`config.mk`:
```
export PLATFORM = sky130hd
export DESIGN_NAME = sigma_delta_multi_counter
export DESIGN_NICKNAME = d
export VERILOG_FILES = /design/src/rtl/sigma_delta_multi_counter.sv
export SDC_FILE = /design/constraint.sdc
export NUM_CORES = 1
export LEC_CHECK = 0
export CAP_MARGIN = 5
export CORE_MARGIN = 2
export CORE_UTILIZATION = 59
export DETAILED_ROUTE_END_ITERATION = 8
export PLACE_DENSITY = 0.85
export SLEW_MARGIN = 20
export SYNTH_ARGS = -nofsm -noshare
export SYNTH_HDL_FRONTEND = slang
export SYNTH_SLANG_ARGS = --single-unit
```
`constraint.sdc`:
```
create_clock -name clk -period 6.8 [get_ports clk]
set_clock_uncertainty 0.1 [all_clocks]
set_input_delay 2.04 -clock clk [delete_from_list [all_inputs] [get_ports clk]]
set_output_delay 2.04 -clock clk [all_outputs]
set_load 0.01 [all_outputs]
```
`src/rtl/sigma_delta_multi_counter.sv`:
```
// Multi-channel sigma-delta ones counter over programmable sample windows.
// Define SIGMA_DELTA_OVERRUN_COUNT_EN to add the saturating overrun counter.
module sigma_delta_multi_counter #(
  parameter int NUM_CHANNELS = 4,
  parameter int MAX_SAMPLES  = 1000,
  localparam int CW = $clog2(MAX_SAMPLES + 1)
) (
  input  logic                       clk,
  input  logic                       rst,
  input  logic                       enable,
  input  logic                       sample_en,
  input  logic [CW-1:0]              window_len,
  input  logic [NUM_CHANNELS-1:0]    pulse,
  input  logic                       out_ready,
  output logic [NUM_CHANNELS*CW-1:0] ones,
  output logic                       out_valid,
  output logic                       overrun,
  output logic                       busy,
  output logic [7:0]                 overrun_count
);

  typedef enum logic {
    IDLE  = 1'b0,
    COUNT = 1'b1
  } state_t;

  state_t state_q, state_d;
  logic [CW-1:0] len_q, len_d;
  logic [CW-1:0] cnt_q, cnt_d;
  logic [NUM_CHANNELS-1:0][CW-1:0] acc_q, acc_d;
  logic [NUM_CHANNELS-1:0][CW-1:0] ones_q, ones_d;
  logic out_valid_q, out_valid_d;
  logic overrun_q, overrun_d;
  logic len_ok;
  logic xfer;
  logic win_end;

  always_comb begin
    len_ok  = (window_len != '0) &&
              (window_len <= CW'(MAX_SAMPLES));
    xfer    = out_valid_q & out_ready;
    win_end = (state_q == COUNT) & sample_en &
              (cnt_q == len_q - 1'b1);

    state_d     = state_q;
    len_d       = len_q;
    cnt_d       = cnt_q;
    acc_d       = acc_q;
    ones_d      = ones_q;
    out_valid_d = out_valid_q & ~xfer;
    overrun_d   = 1'b0;

    unique case (state_q)
      IDLE: begin
        if (enable && len_ok) begin
          state_d = COUNT;
          len_d   = window_len;
          cnt_d   = '0;
          acc_d   = '0;
        end
      end
      COUNT: begin
        if (win_end) begin
          for (int i = 0; i < NUM_CHANNELS; i++) begin
            ones_d[i] = acc_q[i] + CW'(pulse[i]);
          end
          out_valid_d = 1'b1;
          // Unconsumed result about to be replaced
          overrun_d   = out_valid_q & ~out_ready;
          acc_d       = '0;
          cnt_d       = '0;
          if (enable && len_ok) begin
            len_d = window_len;
          end else begin
            state_d = IDLE;
          end
        end else if (!enable) begin
          state_d = IDLE;
          acc_d   = '0;
          cnt_d   = '0;
        end else if (sample_en) begin
          for (int i = 0; i < NUM_CHANNELS; i++) begin
            acc_d[i] = acc_q[i] + CW'(pulse[i]);
          end
          cnt_d = cnt_q + 1'b1;
        end
      end
      default: state_d = IDLE;
    endcase
  end

  always_ff @(posedge clk) begin
    if (rst) begin
      state_q     <= IDLE;
      len_q       <= '0;
      cnt_q       <= '0;
      acc_q       <= '0;
      ones_q      <= '0;
      out_valid_q <= 1'b0;
      overrun_q   <= 1'b0;
    end else begin
      state_q     <= state_d;
      len_q       <= len_d;
      cnt_q       <= cnt_d;
      acc_q       <= acc_d;
      ones_q      <= ones_d;
      out_valid_q <= out_valid_d;
      overrun_q   <= overrun_d;
    end
  end

`ifdef SIGMA_DELTA_OVERRUN_COUNT_EN
  logic [7:0] ovr_cnt_q, ovr_cnt_d;

  always_comb begin
    ovr_cnt_d = ovr_cnt_q;
    if (overrun_d && ovr_cnt_q != 8'hff) begin
      ovr_cnt_d = ovr_cnt_q + 8'd1;
    end
  end

  always_ff @(posedge clk) begin
    if (rst) begin
      ovr_cnt_q <= '0;
    end else begin
      ovr_cnt_q <= ovr_cnt_d;
    end
  end

  assign overrun_count = ovr_cnt_q;
`else
  assign overrun_count = '0;
`endif

  assign ones      = ones_q;
  assign out_valid = out_valid_q;
  assign overrun   = overrun_q;
  assign busy      = (state_q == COUNT);

endmodule

```
# After elaboration in Yosys (flattened, before gate mapping)
# Index checks and enable logic that the tools add are counted.
[totals]
mem_count = 0
latchBits = 0
out_inout_bits = 51
ff_bits = 103
input_bits = 19
mem_bits_ro = 0
wordCells = 58
mem_bits_rw = 0
[classes]
div_mod_pow = 0
reduce_logical = 6
n_lt_le_gt_ge = 1
eq_ne = 4
n_addsub = 6
shift = 0
mul = 0
bitwise_logic = 9
n_mux = 19
[op_table]
columns = ["cell", "n"]
rows = [
  ["two-way mux 40 bit", 4],
  ["one-hot mux 40 bit (2 select lines)", 1],
  ["two-way mux 10 bit", 6],
  ["adder 10 x 1 -> 10 bit", 4],
  ["one-hot mux 10 bit (2 select lines)", 2],
  ["adder 10 x 1 -> 10 bit (second input constant)", 1],
  ["== test 10 bit", 1],
  ["<= comparator 10 bit (second input constant)", 1],
  ["nonzero test 10 bit", 1],
  ["subtractor 10 x 1 -> 10 bit (second input constant)", 1],
  ["AND 1 bit", 5],
  ["two-way mux 1 bit", 5],
  ["!= test 4 x 3 -> 1 bit (second input constant)", 1],
  ["inverter 1 bit", 4],
  ["AND reduction 2 bit", 2],
  ["OR reduction 3 bit", 1],
  ["logical AND 1 bit", 2],
  ["!= test 2 x 1 -> 1 bit (second input constant)", 1],
  ["!= test 2 bit (second input constant)", 1],
  ["one-hot mux 1 bit (2 select lines)", 1],
]

# Logic depth before layout (Yosys ltp)
[logic_depth]
depth_word = 6
mapped_depth = 12

# Least setup slack after synthesis
# Ideal clock, no wire load.
[synth_path]
kind = "in2reg"
startpoint = "input port sample_en"
endpoint = "register len_q[0]"
cell_stages = 8
slack_ns = 2.901
arrival_ns = 3.671
t_required_ns = 6.572
setup_ns = 0.128
cell_sequence = "clkbuf_1 > nand4_1 > a2111oi_4 > o311ai_1 > o31a_1 > buf_4 > mux2i_1 > nor2_1"
[synth_between]
elab_chain_len = 3
[synth_lines]
columns = ["element", "line_no", "rtl"]
rows = [
  ["start: declaration", "11", "input logic sample_en,"],
  ["AND 1 bit (2 in a row)", "42", "win_end = (state_q == COUNT) & sample_en &"],
  ["!= test 2 x 1 -> 1 bit (no line)", "--", ""],
  ["end signal: assignment", "103", "len_q <= len_d;"],
  ["end: declaration", "28", "logic [CW-1:0] len_q, len_d;"],
]
# Every way passes these cells.
# A chain may end at the register's enable or synchronous reset.

# Final worst setup path
[layout_path]
startpoint = "input port sample_en"
endpoint = "register ones_q, in the netlist ones[2]"
[layout_between]
elab_chain_len = 3
[layout_lines]
columns = ["element", "line_no", "rtl"]
rows = [
  ["AND 1 bit (2 in a row)", "42", ""],
  ["AND reduction 2 bit (no line)", "--", ""],
  ["end signal: assignment", "106", "ones_q <= ones_d;"],
  ["end: declaration", "31", "logic [NUM_CHANNELS-1:0][CW-1:0] ones_q, ones_d;"],
]
# Every way passes these cells.

==> out/qor.yml <==
run_status:
  status: "finished, final reports clean"
global_route:
  grt_pass1_vias: 4477
  grt_pass1_wl_mm: 20.6
  track_usage_pct: 25.9
  antenna_found_initial: 0
  grt_overflow: 0
  grt_max_degree: 71
clock_tree:
  clock-root-buffer: "clkbuf_8"
  clock-sinks: 103
  path_clk_slew_ns: 0.10
  ctsHoldBuffers: 0
  cts_buffer_depth: 2
  tritoncts: "yes"
  cts-resized-gates: 0
  clk_latency_ns: 0.38
  htreeDepth: 3
  cts_buffers: 9
  post_cts_buffers: 0
placed_design:
  dp_cells: 769
  placed_cell_area_um2: 5740
  dp_hpwl_mm: 8.35
  io_buffer_count: 61
  place.gp.congestion: 0.829
critical_path:
  crit_path_top_delay_cell: "nor2_4"
  crit_path_end_kind: "register"
  worstSetupPathType: "input port to register"
  crit_fanout: 31
  worst_setup_path_start_kind: "input port"
  r2r_setup_slack_ns: 3.19
  worst_path_dominant_cell_family: "buffers and inverters"
  timing.rr.start: "len_q[0]"
  path_buf_inv: 3
  cp.arrival_ns: 5.00
  cp_common_cell: "buf_4"
  rr_worst_depth: 10
  crit_start: "sample_en"
  slowest_delay_ns: 0.58
  crit_chain: "clkdlybuf4s50_1 -> buf_4 -> nand4_1 -> a2111oi_4 -> o311ai_1 -> nor2_4 -> buf_4 -> nor2_1 -> a311oi_1"
  cp_num_cells: 9
  cp.required_ns: 6.99
  reg2reg_to: "ones[2]"
power:
  ir_worst_vdd_uv: 136
  power_density_nw_per_um2: 185
  p_leak_nw: 1.96
final_layout:
  areaGrowthSynthToFinish_pct: 14.7
  drive_gt1_share_pct: 5.02
  finalNetCount: 701
  antenna_cells: 0
  final_area_um2: 5930
  final_cells: 785
synthesis:
  synth_cell_types: 60
  synth_cells: 635
  synth-edff-count: 0
  netlist_area_um2: 5170
  yosys_warnings: 0
  syn_avg_cell_area_um2: 8.14
  ys_ff_latch: 103
  synthFlopType: "dfxtp_1"
  ys_seq_area_share_pct: 39.9
  async_flop_share_pct: 0
flow_run:
  maxCapViolations: 0
timing:
  timing.final.hold_violations: 0
  final-max-slew-violation-count: 0
  tightest_slew_ns: 0.757
  whs_ns: 0.362
  rsz0062_at_grt: "false"
  finalCritPeriodShare_pct: 70.8
  max_freq_mhz: 208
  slew_headroom_pct: 49.3
  finalSetupTns_ns: 0
  post-route-min-period_ns: 4.81
  setup_viol: 0
min_path:
  holdPathStages: 2
  min_to: "ones[25]"
  hold_class: "register to register"
  min_from: "ones[25]"
detailed_routing:
  drt_iter0_markers: 389
  ant_nets: 0
  wire_per_inst_um: 15.8
  post-route-drc-count: 0
  via_per_inst: 6.10
  drtPass1Iterations: 5
  wl_mm: 12.4
  num_vias: 4786
floorplanning:
  core_um2: 8590
  die_height_um: 97.6
  io_pins: 70
  die_w_um: 97.6
  die-area_um2: 9520
  initial_utilization_pct: 60.1
  row_count: 34
-- state kept, by name, indices dropped and copies added, names as in the netlist --
name       cells
acc_q         40
ones          40
cnt_q         10
len_q         10
busy           1
out_valid      1
overrun        1
-- routing by layer --
metal | vias up | part of all wire, % | track usage, %
met1 | 2238 | 44 | 33.9
met3 | 18 | 6.3 | 5.11
li1 | 2339 | - | -
met4 | 0 | 1.4 | 8.97
met5 | - | 0 | 0
met2 | 191 | 48 | 42.8
-- metrics by stage --
step                power (mW)  setup slack (ns)  util (%)
detailed placement       0.728              1.61      66.8
floorplan                0.703              2.90         -
global route              1.13              1.74      69.0
global placement         0.725              1.70      66.8
CTS                       1.10              2.01      69.0
finish                    1.10              1.99      69.0
-- synth_stat cells (2+ instances only) --
master,instances,area (um2)
dfxtp_1,103,2060
nor2_1,83,312
nand2_1,77,289
nand3_1,60,300
a21oi_1,27,135
a211oi_1,25,188
xnor2_1,24,210
a31oi_1,20,125
clkbuf_1,19,71.3
o21ai_0,16,80.1
xor2_1,14,123
a32oi_1,13,114
buf_2,13,65.1
buf_4,12,90.1
ha_1,10,125
mux2i_1,10,100
nand2b_1,10,62.6
and3_1,9,56.3
inv_1,9,33.8
nand4b_1,7,61.3
a311oi_1,6,52.6
nand4_1,6,37.5
nand3b_1,5,37.5
or2_2,5,31.3
nor3_1,4,20.0
and2_1,3,18.8
buf_1,3,11.3
nor4_1,3,18.8
o211ai_1,3,22.5
or3_1,3,18.8
a22oi_1,2,15.0
o311ai_1,2,17.5
o31ai_1,2,15.0
-- cells in the final DEF, fill, tap and decap left out, types with 6 or more instances in the layout --
cell type	count
dfxtp_1	103
mux2i_1	10
nand4b_1	7
a31oi_1	20
nand2_1	77
a211oi_1	25
inv_1	9
clkbuf_8	10
and3_1	9
conb_1	8
nor2_1	83
a32oi_1	13
clkdlybuf4s50_1	60
xnor2_1	24
xor2_1	14
a311oi_1	6
a21oi_1	27
nand2b_1	10
nand3_1	60
o21ai_0	16
ha_1	10
nand4_1	6
-- worst max path at each step --
stage / endpoint
4_1_cts: ones[2]
3_3_place_gp: ones[2]
5_1_grt: ones[2]
2_1_floorplan: len_q[0]
3_5_place_dp: ones[2]
6_report: ones[2]
-- cells by family (layout without fill, tap and decap cells) --
kind of cell,after synthesis,count (layout),share of synthesized area (%)
adder cells (fa/ha/maj),10,10,2.42
other,1,8,0.0726
multiplexers,10,10,1.94
AND/OR/NAND/NOR,285,285,26.1
flip-flops,103,103,39.9
buffers and inverters,57,92,5.33
AO/OA/AOI/OAI,131,131,17.8
XOR/XNOR,38,38,6.44
-- worst min-delay path, stage by stage (launching register included) --
cell     delay (ns)
dfxtp_1        0.32
nand2_1        0.05
a21oi_1        0.05
-- layout make-up --
class                      instances  area, um2
clock buffer                      10        138
clock inverter                     6       52.6
fill                             710       2670
inverter                          10       37.5
multi-input combinational        482       2860
sequential                       103       2060
tap                              108        135
timing repair buffer              66        643
-- where the power goes --
group | internal (mW) | total, mW | switching, mW | leakage (nW)
Clock | 0.149 | 0.380 | 0.231 | 0.0914
Sequential | 0.608 | 0.615 | 0.00719 | 0.831
Combinational | 0.0348 | 0.101 | 0.0665 | 1.04
Note: power is estimated with default switching activity, not from simulation.
